$ cat src/rtl/i2c_bit_engine_if.sv
// Command/response and open-drain pad bundle between the I2C command sequencer
// and the bit engine; the engine connects through the slave modport.
interface i2c_bit_engine_if;
    logic       cmd_valid_in;
    logic       cmd_ready_out;
    logic [1:0] cmd_in;
    logic [7:0] wr_data_in;
    logic       rd_ack_in;
    logic [7:0] rd_data_out;
    logic       ack_rx_out;
    logic       done_out;
    logic       bus_held_out;
    logic       scl_oe_out;
    logic       sda_oe_out;
    logic       scl_in;
    logic       sda_in;

    modport master (
        output cmd_valid_in, cmd_in, wr_data_in, rd_ack_in, scl_in, sda_in,
        input  cmd_ready_out, rd_data_out, ack_rx_out, done_out, bus_held_out,
               scl_oe_out, sda_oe_out
    );

    modport slave (
        input  cmd_valid_in, cmd_in, wr_data_in, rd_ack_in, scl_in, sda_in,
        output cmd_ready_out, rd_data_out, ack_rx_out, done_out, bus_held_out,
               scl_oe_out, sda_oe_out
    );
endinterface

$ cat src/rtl/i2c_bit_engine.sv
// I2C bit engine: runs START/STOP/WRITE/READ one quarter-bit phase per tick.
// Optional macro I2C_CLOCK_STRETCH_EN lets a slave holding SCL low stall phase 1.
module i2c_bit_engine #(
    parameter int SYNC_STAGES = 2
) (
    input  logic            clk_in,
    input  logic            rst_in,
    input  logic            tick_in,
    i2c_bit_engine_if.slave bus
);
    typedef enum logic [1:0] {IDLE, START, STOP, DATA} state_t;

    localparam logic [1:0] CMD_START = 2'd0;
    localparam logic [1:0] CMD_STOP  = 2'd1;
    localparam logic [1:0] CMD_READ  = 2'd3;

    state_t     state_q, state_d;
    logic       started_q, started_d;
    logic [1:0] phase_q, phase_d;
    logic [3:0] bit_q, bit_d;
    logic       ready_q, ready_d;
    logic       done_q, done_d;
    logic       held_q, held_d;
    logic       scl_oe_q, scl_oe_d;
    logic       sda_oe_q, sda_oe_d;
    logic [7:0] rd_data_q, rd_data_d;
    logic       ack_rx_q, ack_rx_d;
    logic       is_read_q, is_read_d;
    logic       rd_ack_q, rd_ack_d;
    logic       sample_q, sample_d;
    logic [7:0] wr_data_q, wr_data_d;
    logic [7:0] shift_q, shift_d;
    logic [SYNC_STAGES-1:0] sda_sync_q;
    logic       sda_s;
    logic       stall;

    always_ff @(posedge clk_in) begin
        sda_sync_q[0] <= bus.sda_in;
        for (int i = 1; i < SYNC_STAGES; i++) sda_sync_q[i] <= sda_sync_q[i-1];
    end
    assign sda_s = sda_sync_q[SYNC_STAGES-1];

`ifdef I2C_CLOCK_STRETCH_EN
    logic [SYNC_STAGES-1:0] scl_sync_q;

    always_ff @(posedge clk_in) begin
        scl_sync_q[0] <= bus.scl_in;
        for (int i = 1; i < SYNC_STAGES; i++) scl_sync_q[i] <= scl_sync_q[i-1];
    end
    // Phase 1 is the SCL-high window in every command; a low readback means a slave is stretching.
    assign stall = started_q && (phase_q == 2'd1) && !scl_sync_q[SYNC_STAGES-1];
`else
    logic unused_scl;
    assign unused_scl = bus.scl_in;
    assign stall      = 1'b0;
`endif

    // Returns {scl_oe, sda_oe} for a given command phase; 1 pulls the line low.
    function automatic logic [1:0] line_drive(state_t st, logic [1:0] ph, logic [3:0] bt,
                                              logic rd, logic [7:0] wr, logic rack);
        logic sda;
        line_drive = 2'b00;
        case (st)
            START: line_drive = {ph == 2'd3, ph >= 2'd2};
            STOP:  line_drive = {ph == 2'd0, ph <= 2'd1};
            DATA: begin
                if (bt[3]) sda = rd ? !rack : 1'b0;
                else       sda = rd ? 1'b0 : !wr[~bt[2:0]];
                line_drive = {(ph == 2'd0) || (ph == 2'd3), sda};
            end
            default: line_drive = 2'b00;
        endcase
    endfunction

    always_comb begin
        state_d   = state_q;
        started_d = started_q;
        phase_d   = phase_q;
        bit_d     = bit_q;
        ready_d   = ready_q;
        done_d    = 1'b0;
        held_d    = held_q;
        scl_oe_d  = scl_oe_q;
        sda_oe_d  = sda_oe_q;
        rd_data_d = rd_data_q;
        ack_rx_d  = ack_rx_q;
        is_read_d = is_read_q;
        rd_ack_d  = rd_ack_q;
        sample_d  = sample_q;
        wr_data_d = wr_data_q;
        shift_d   = shift_q;

        case (state_q)
            IDLE: begin
                if (bus.cmd_valid_in && ready_q) begin
                    ready_d   = 1'b0;
                    started_d = 1'b0;
                    is_read_d = (bus.cmd_in == CMD_READ);
                    wr_data_d = bus.wr_data_in;
                    rd_ack_d  = bus.rd_ack_in;
                    case (bus.cmd_in)
                        CMD_START: state_d = START;
                        CMD_STOP:  state_d = STOP;
                        default:   state_d = DATA;
                    endcase
                end
            end
            default: begin
                // The first tick after acceptance only opens phase 0 of bit 0.
                if (tick_in && !started_q) begin
                    started_d = 1'b1;
                    phase_d   = 2'd0;
                    bit_d     = 4'd0;
                    {scl_oe_d, sda_oe_d} = line_drive(state_q, 2'd0, 4'd0,
                                                      is_read_q, wr_data_q, rd_ack_q);
                end else if (tick_in && !stall) begin
                    if (phase_q == 2'd3 && (state_q != DATA || bit_q == 4'd8)) begin
                        state_d   = IDLE;
                        ready_d   = 1'b1;
                        done_d    = 1'b1;
                        started_d = 1'b0;
                        if (state_q == START)     held_d    = 1'b1;
                        else if (state_q == STOP) held_d    = 1'b0;
                        else if (is_read_q)       rd_data_d = shift_q;
                        else                      ack_rx_d  = sample_q;
                    end else begin
                        phase_d = phase_q + 2'd1;
                        bit_d   = (phase_q == 2'd3) ? bit_q + 4'd1 : bit_q;
                        {scl_oe_d, sda_oe_d} = line_drive(state_q, phase_d, bit_d,
                                                          is_read_q, wr_data_q, rd_ack_q);
                        // SDA is sampled at the end of the SCL-high window.
                        if (state_q == DATA && phase_q == 2'd2) begin
                            if (bit_q[3]) sample_d = sda_s;
                            else          shift_d  = {shift_q[6:0], sda_s};
                        end
                    end
                end
            end
        endcase
    end

    always_ff @(posedge clk_in) begin
        if (rst_in) begin
            state_q   <= IDLE;
            started_q <= 1'b0;
            phase_q   <= 2'd0;
            bit_q     <= 4'd0;
            ready_q   <= 1'b1;
            done_q    <= 1'b0;
            held_q    <= 1'b0;
            scl_oe_q  <= 1'b0;
            sda_oe_q  <= 1'b0;
            rd_data_q <= 8'd0;
            ack_rx_q  <= 1'b0;
        end else begin
            state_q   <= state_d;
            started_q <= started_d;
            phase_q   <= phase_d;
            bit_q     <= bit_d;
            ready_q   <= ready_d;
            done_q    <= done_d;
            held_q    <= held_d;
            scl_oe_q  <= scl_oe_d;
            sda_oe_q  <= sda_oe_d;
            rd_data_q <= rd_data_d;
            ack_rx_q  <= ack_rx_d;
        end
    end

    always_ff @(posedge clk_in) begin
        is_read_q <= is_read_d;
        rd_ack_q  <= rd_ack_d;
        sample_q  <= sample_d;
        wr_data_q <= wr_data_d;
        shift_q   <= shift_d;
    end

    assign bus.cmd_ready_out = ready_q;
    assign bus.done_out      = done_q;
    assign bus.bus_held_out  = held_q;
    assign bus.scl_oe_out    = scl_oe_q;
    assign bus.sda_oe_out    = sda_oe_q;
    assign bus.rd_data_out   = rd_data_q;
    assign bus.ack_rx_out    = ack_rx_q;
endmodule

$ cat src/flat_wrapper.sv
// flat-port wrapper written by rule: the top's interface ports become plain ports
module i2c_bit_engine_flat 
#(
    parameter int SYNC_STAGES = 2
)
  (clk_in, rst_in, tick_in, bus_cmd_valid_in, bus_cmd_in, bus_wr_data_in, bus_rd_ack_in, bus_scl_in, bus_sda_in, bus_cmd_ready_out, bus_rd_data_out, bus_ack_rx_out, bus_done_out, bus_bus_held_out, bus_scl_oe_out, bus_sda_oe_out);
  i2c_bit_engine_if bus_i ();
  input  logic clk_in;
  input  logic rst_in;
  input  logic tick_in;
  input wire logic [$bits(bus_i.cmd_valid_in)-1:0] bus_cmd_valid_in;
  input wire logic [$bits(bus_i.cmd_in)-1:0] bus_cmd_in;
  input wire logic [$bits(bus_i.wr_data_in)-1:0] bus_wr_data_in;
  input wire logic [$bits(bus_i.rd_ack_in)-1:0] bus_rd_ack_in;
  input wire logic [$bits(bus_i.scl_in)-1:0] bus_scl_in;
  input wire logic [$bits(bus_i.sda_in)-1:0] bus_sda_in;
  output wire logic [$bits(bus_i.cmd_ready_out)-1:0] bus_cmd_ready_out;
  output wire logic [$bits(bus_i.rd_data_out)-1:0] bus_rd_data_out;
  output wire logic [$bits(bus_i.ack_rx_out)-1:0] bus_ack_rx_out;
  output wire logic [$bits(bus_i.done_out)-1:0] bus_done_out;
  output wire logic [$bits(bus_i.bus_held_out)-1:0] bus_bus_held_out;
  output wire logic [$bits(bus_i.scl_oe_out)-1:0] bus_scl_oe_out;
  output wire logic [$bits(bus_i.sda_oe_out)-1:0] bus_sda_oe_out;
  assign bus_i.cmd_valid_in = bus_cmd_valid_in;
  assign bus_i.cmd_in = bus_cmd_in;
  assign bus_i.wr_data_in = bus_wr_data_in;
  assign bus_i.rd_ack_in = bus_rd_ack_in;
  assign bus_i.scl_in = bus_scl_in;
  assign bus_i.sda_in = bus_sda_in;
  assign bus_cmd_ready_out = bus_i.cmd_ready_out;
  assign bus_rd_data_out = bus_i.rd_data_out;
  assign bus_ack_rx_out = bus_i.ack_rx_out;
  assign bus_done_out = bus_i.done_out;
  assign bus_bus_held_out = bus_i.bus_held_out;
  assign bus_scl_oe_out = bus_i.scl_oe_out;
  assign bus_sda_oe_out = bus_i.sda_oe_out;
  i2c_bit_engine #(.SYNC_STAGES(SYNC_STAGES)) u_core (.clk_in(clk_in), .rst_in(rst_in), .tick_in(tick_in), .bus(bus_i));
endmodule
$ cat config.mk
export PLATFORM = sky130hd
export DESIGN_NAME = i2c_bit_engine_flat
export DESIGN_NICKNAME = d
export VERILOG_FILES = /design/src/rtl/i2c_bit_engine_if.sv /design/src/rtl/i2c_bit_engine.sv /design/src/flat_wrapper.sv
export SDC_FILE = /design/constraint.sdc
export NUM_CORES = 1
export LEC_CHECK = 0
export ABC_AREA = 1
export CAP_MARGIN = 10
export CELL_PAD_IN_SITES_DETAIL_PLACEMENT = 0
export CELL_PAD_IN_SITES_GLOBAL_PLACEMENT = 1
export CORE_MARGIN = 1
export CORE_UTILIZATION = 42
export DETAILED_ROUTE_END_ITERATION = 8
export MAX_ROUTING_LAYER = met4
export PLACE_DENSITY = 0.92
export SYNTH_ARGS = -nofsm -noshare
export SYNTH_HDL_FRONTEND = slang
export SYNTH_SLANG_ARGS = --single-unit
$ cat constraint.sdc
create_clock -name clk_in -period 5.5 [get_ports clk_in]
set_clock_uncertainty 0.1 [all_clocks]
set_input_delay 1.1 -clock clk_in [delete_from_list [all_inputs] [get_ports clk_in]]
set_output_delay 1.1 -clock clk_in [all_outputs]
set_load 0.05 [all_outputs]
==> reports/results.ini <==
[finish]
drive_above_1_share_pct = 7.407
diodes = 0
layout_commonest_cell = nor2_1
layout.nets = 268
area_growth_pct = 25.27
final_cell_mix = nor2_1 (31), clkdlybuf4s50_1 (29), inv_1 (25), nand2_1 (25), dfxtp_1 (25)

[logic_synthesis]
ys_ff_latch = 44
synthTopCellsByArea = edfxtp_1 (30%), dfxtp_1 (27%), nor2_1 (6.2%)
yosysTopAreaCellShare_pct = 30.24
netlist_area_um2 = 1887
yosysWarnings = 0
synthCells = 206
ys_seq_area_share_pct = 56.76
yosys.area.top_type = edfxtp_1
synth_nets = 232
avgSynthCellArea_um2 = 9.159
netlist-cell-type-count = 25

[placed_design]
port_buffers = 29
dp_worst_setup_slack_ns = 2.745
dp_hpwl_um = 2537
gp_congestion = 0.8044

[floorplanning]
die_w_um = 69.03
die_y_um = 69.03
die_area_um2 = 4764
initial_utilization_pct = 43.63
ios = 31
core_region_area_um2 = 4324
num_rows = 24

[power]
internal-power_mw = 0.5296
ir_drop_mv = 0.2380
p_leak_nw = 0.9241
pwr-share-seq_pct = 51.5
power_switching_mw = 0.1815
power_switching_share_pct = 25.53
pwr-share-comb_pct = 12.8
clkPwrFrac_pct = 35.8
power.density_nw_per_um2 = 300.9

[critical_path]
start_kind = flop
path_delay_family = buffers and inverters
cp-end-kind = output port
cp.arrival_ns = 1.45
max_stage_delay_ns = 0.80
cp_cell_sequence = clkdlybuf4s50_1
reg2reg_slack_ns = 3.57
required_ns = 4.30
cp_max_fo = 2
cpMaxStageDelayCell = clkdlybuf4s50_1
worst-path-buf-inv = 1
path_class = reg2out

[clocking]
ctsRootBufferMaster = clkbuf_8
cts_resized = 0
clockBufferDepth = 2
clkLatencyLatePin_ns = 0.30
cts_made_buffers = 5
clkSinkCount = 44
ctsHoldBuffers = 0
cts_tree = built
path_clk_slew_ns = 0.09
htreeDepth = 2
postCtsSetupBuffers = 0

[timing]
fin_crit_sh_pct = 48.21
rsz0062_at_grt = no
worstMarginPinSlew_ns = 0.5021
min_period_ns = 2.652
layout_setup_ws_ns = 2.848
fmax_ghz = 0.3771
fin_tns_setup_ns = 0
slew_headroom_pct = 66.42
final-max-slew-violation-count = 0
finalSetupViolCount = 0
hold_violations = 0

[routing]
ant_nets = 0
wl_per_cell_um = 12.03
totalWireLength_um = 3548
drt-initial-drc-count = 105
drcViolationCount = 0
num_vias = 1477
vias_per_cell = 5.007
drtPass1Iterations = 4

[global_route]
grt_antenna_before_repair = 0
track_usage_pct = 16.51
grt_pass1_vias = 1309
grt_max_degree = 16
global_route.overflow_total = 0
grt_pass1_wl_um = 6030

[run_status]
status = finished, final reports clean

[job]
maxCapViolCount = 0

[min_path]
hold_path_class = reg2reg

## logic make-up after synthesis
family | Yosys count | synth area share (%)
simple gates | 83 | 19.30
compound gates | 39 | 11.54
xor+xnor | 1 | 0.4643
flops | 44 | 56.76
buf+inv | 30 | 5.968
fa+ha+maj | 9 | 5.968
## stage by stage
step	utilization (%)	instance area [um^2]	hold WS (ns)	cells	total power, mW
6_report	54.66	2364	0.2427	295	0.7111
5_1_grt	54.66	2364	0.2548	295	0.7432
4_1_cts	54.66	2364	0.2469	295	0.7150
3_5_place_dp	52.03	2250	0.2183	287	0.4633
3_3_place_gp	52.03	2250	0.2124	287	0.4613
2_1_floorplan	-	1887	0.2096	206	0.4310
## power groups by stage
stage                     registers [mW]  logic, mW  clock network [mW]
after floorplan                    0.381     0.0497                   0
after global placement             0.373     0.0884                   0
after detailed placement           0.373     0.0899                   0
after CTS                          0.366     0.0905               0.258
after global routing               0.368      0.103               0.272
final                              0.366     0.0910               0.254
## layout make-up
type | instances | area (um^2)
Sequential cell | 44 | 1071
Timing Repair Buffer | 31 | 305.3
Clock buffer | 5 | 68.82
Multi-Input combinational cell | 132 | 703.2
Fill cell | 418 | 1961
Clock inverter | 3 | 45.04
Inverter | 28 | 105.1
Tap cell | 52 | 65.06
## layer usage
metal / vias to the layer above / track usage (%) / share of wire, %
met5: - / - / 0
met4: 0 / 7.483 / 2.1
met3: 6 / 3.947 / 3.9
met2: 43 / 23.73 / 44
met1: 663 / 22.09 / 50
li1: 765 / - / -
## sequential cells by signal, summed over array words and instances, names as in the netlist
| register | flops |
|---|---|
| u_core.rd_ack_q | 1 |
| u_core.bus.rd_data_out | 8 |
| u_core.wr_data_q | 8 |
| u_core.bit_q | 4 |
| u_core.shift_q | 8 |
| u_core.bus.cmd_ready_out | 1 |
| u_core.state_q | 2 |
| u_core.phase_q | 2 |
| u_core.is_read_q | 1 |
| u_core.bus.done_out | 1 |
| u_core.bus.scl_oe_out | 1 |
| u_core.bus.ack_rx_out | 1 |
| u_core.sda_sync_q | 2 |
| u_core.bus.bus_held_out | 1 |
| u_core.sample_q | 1 |
| u_core.bus.sda_oe_out | 1 |
| u_core.started_q | 1 |
## synthesized netlist by cell type, drive strengths merged
master,instances
ha,9
o211a,1
nand2,29
nor4,4
dfxtp,25
nor3,4
nor2,31
xor2,1
o21ai,22
nand3b,1
clkbuf,2
edfxtp,19
a22oi,2
a21oi,9
nand3,13
o211ai,2
a31oi,1
inv,28
o2111ai,1
nand4,1
o31ai,1
## path summary, 6_finish.rpt
path,from,cells past startpoint,endpoint
hold / removal,u_core.sda_sync_q[0]$_DFF_P_,0,u_core.sda_sync_q[1]$_DFF_P_
setup / recovery,u_core.bus.ack_rx_out$_SDFFE_PP0P_,1,bus_ack_rx_out
hold reg to reg,u_core.sda_sync_q[0]$_DFF_P_,0,u_core.sda_sync_q[1]$_DFF_P_
setup reg to reg,u_core.bit_q[0]$_SDFFE_PP0P_,8,u_core.shift_q[2]$_DFFE_PP_
Note: power is estimated with default switching activity, not from simulation.
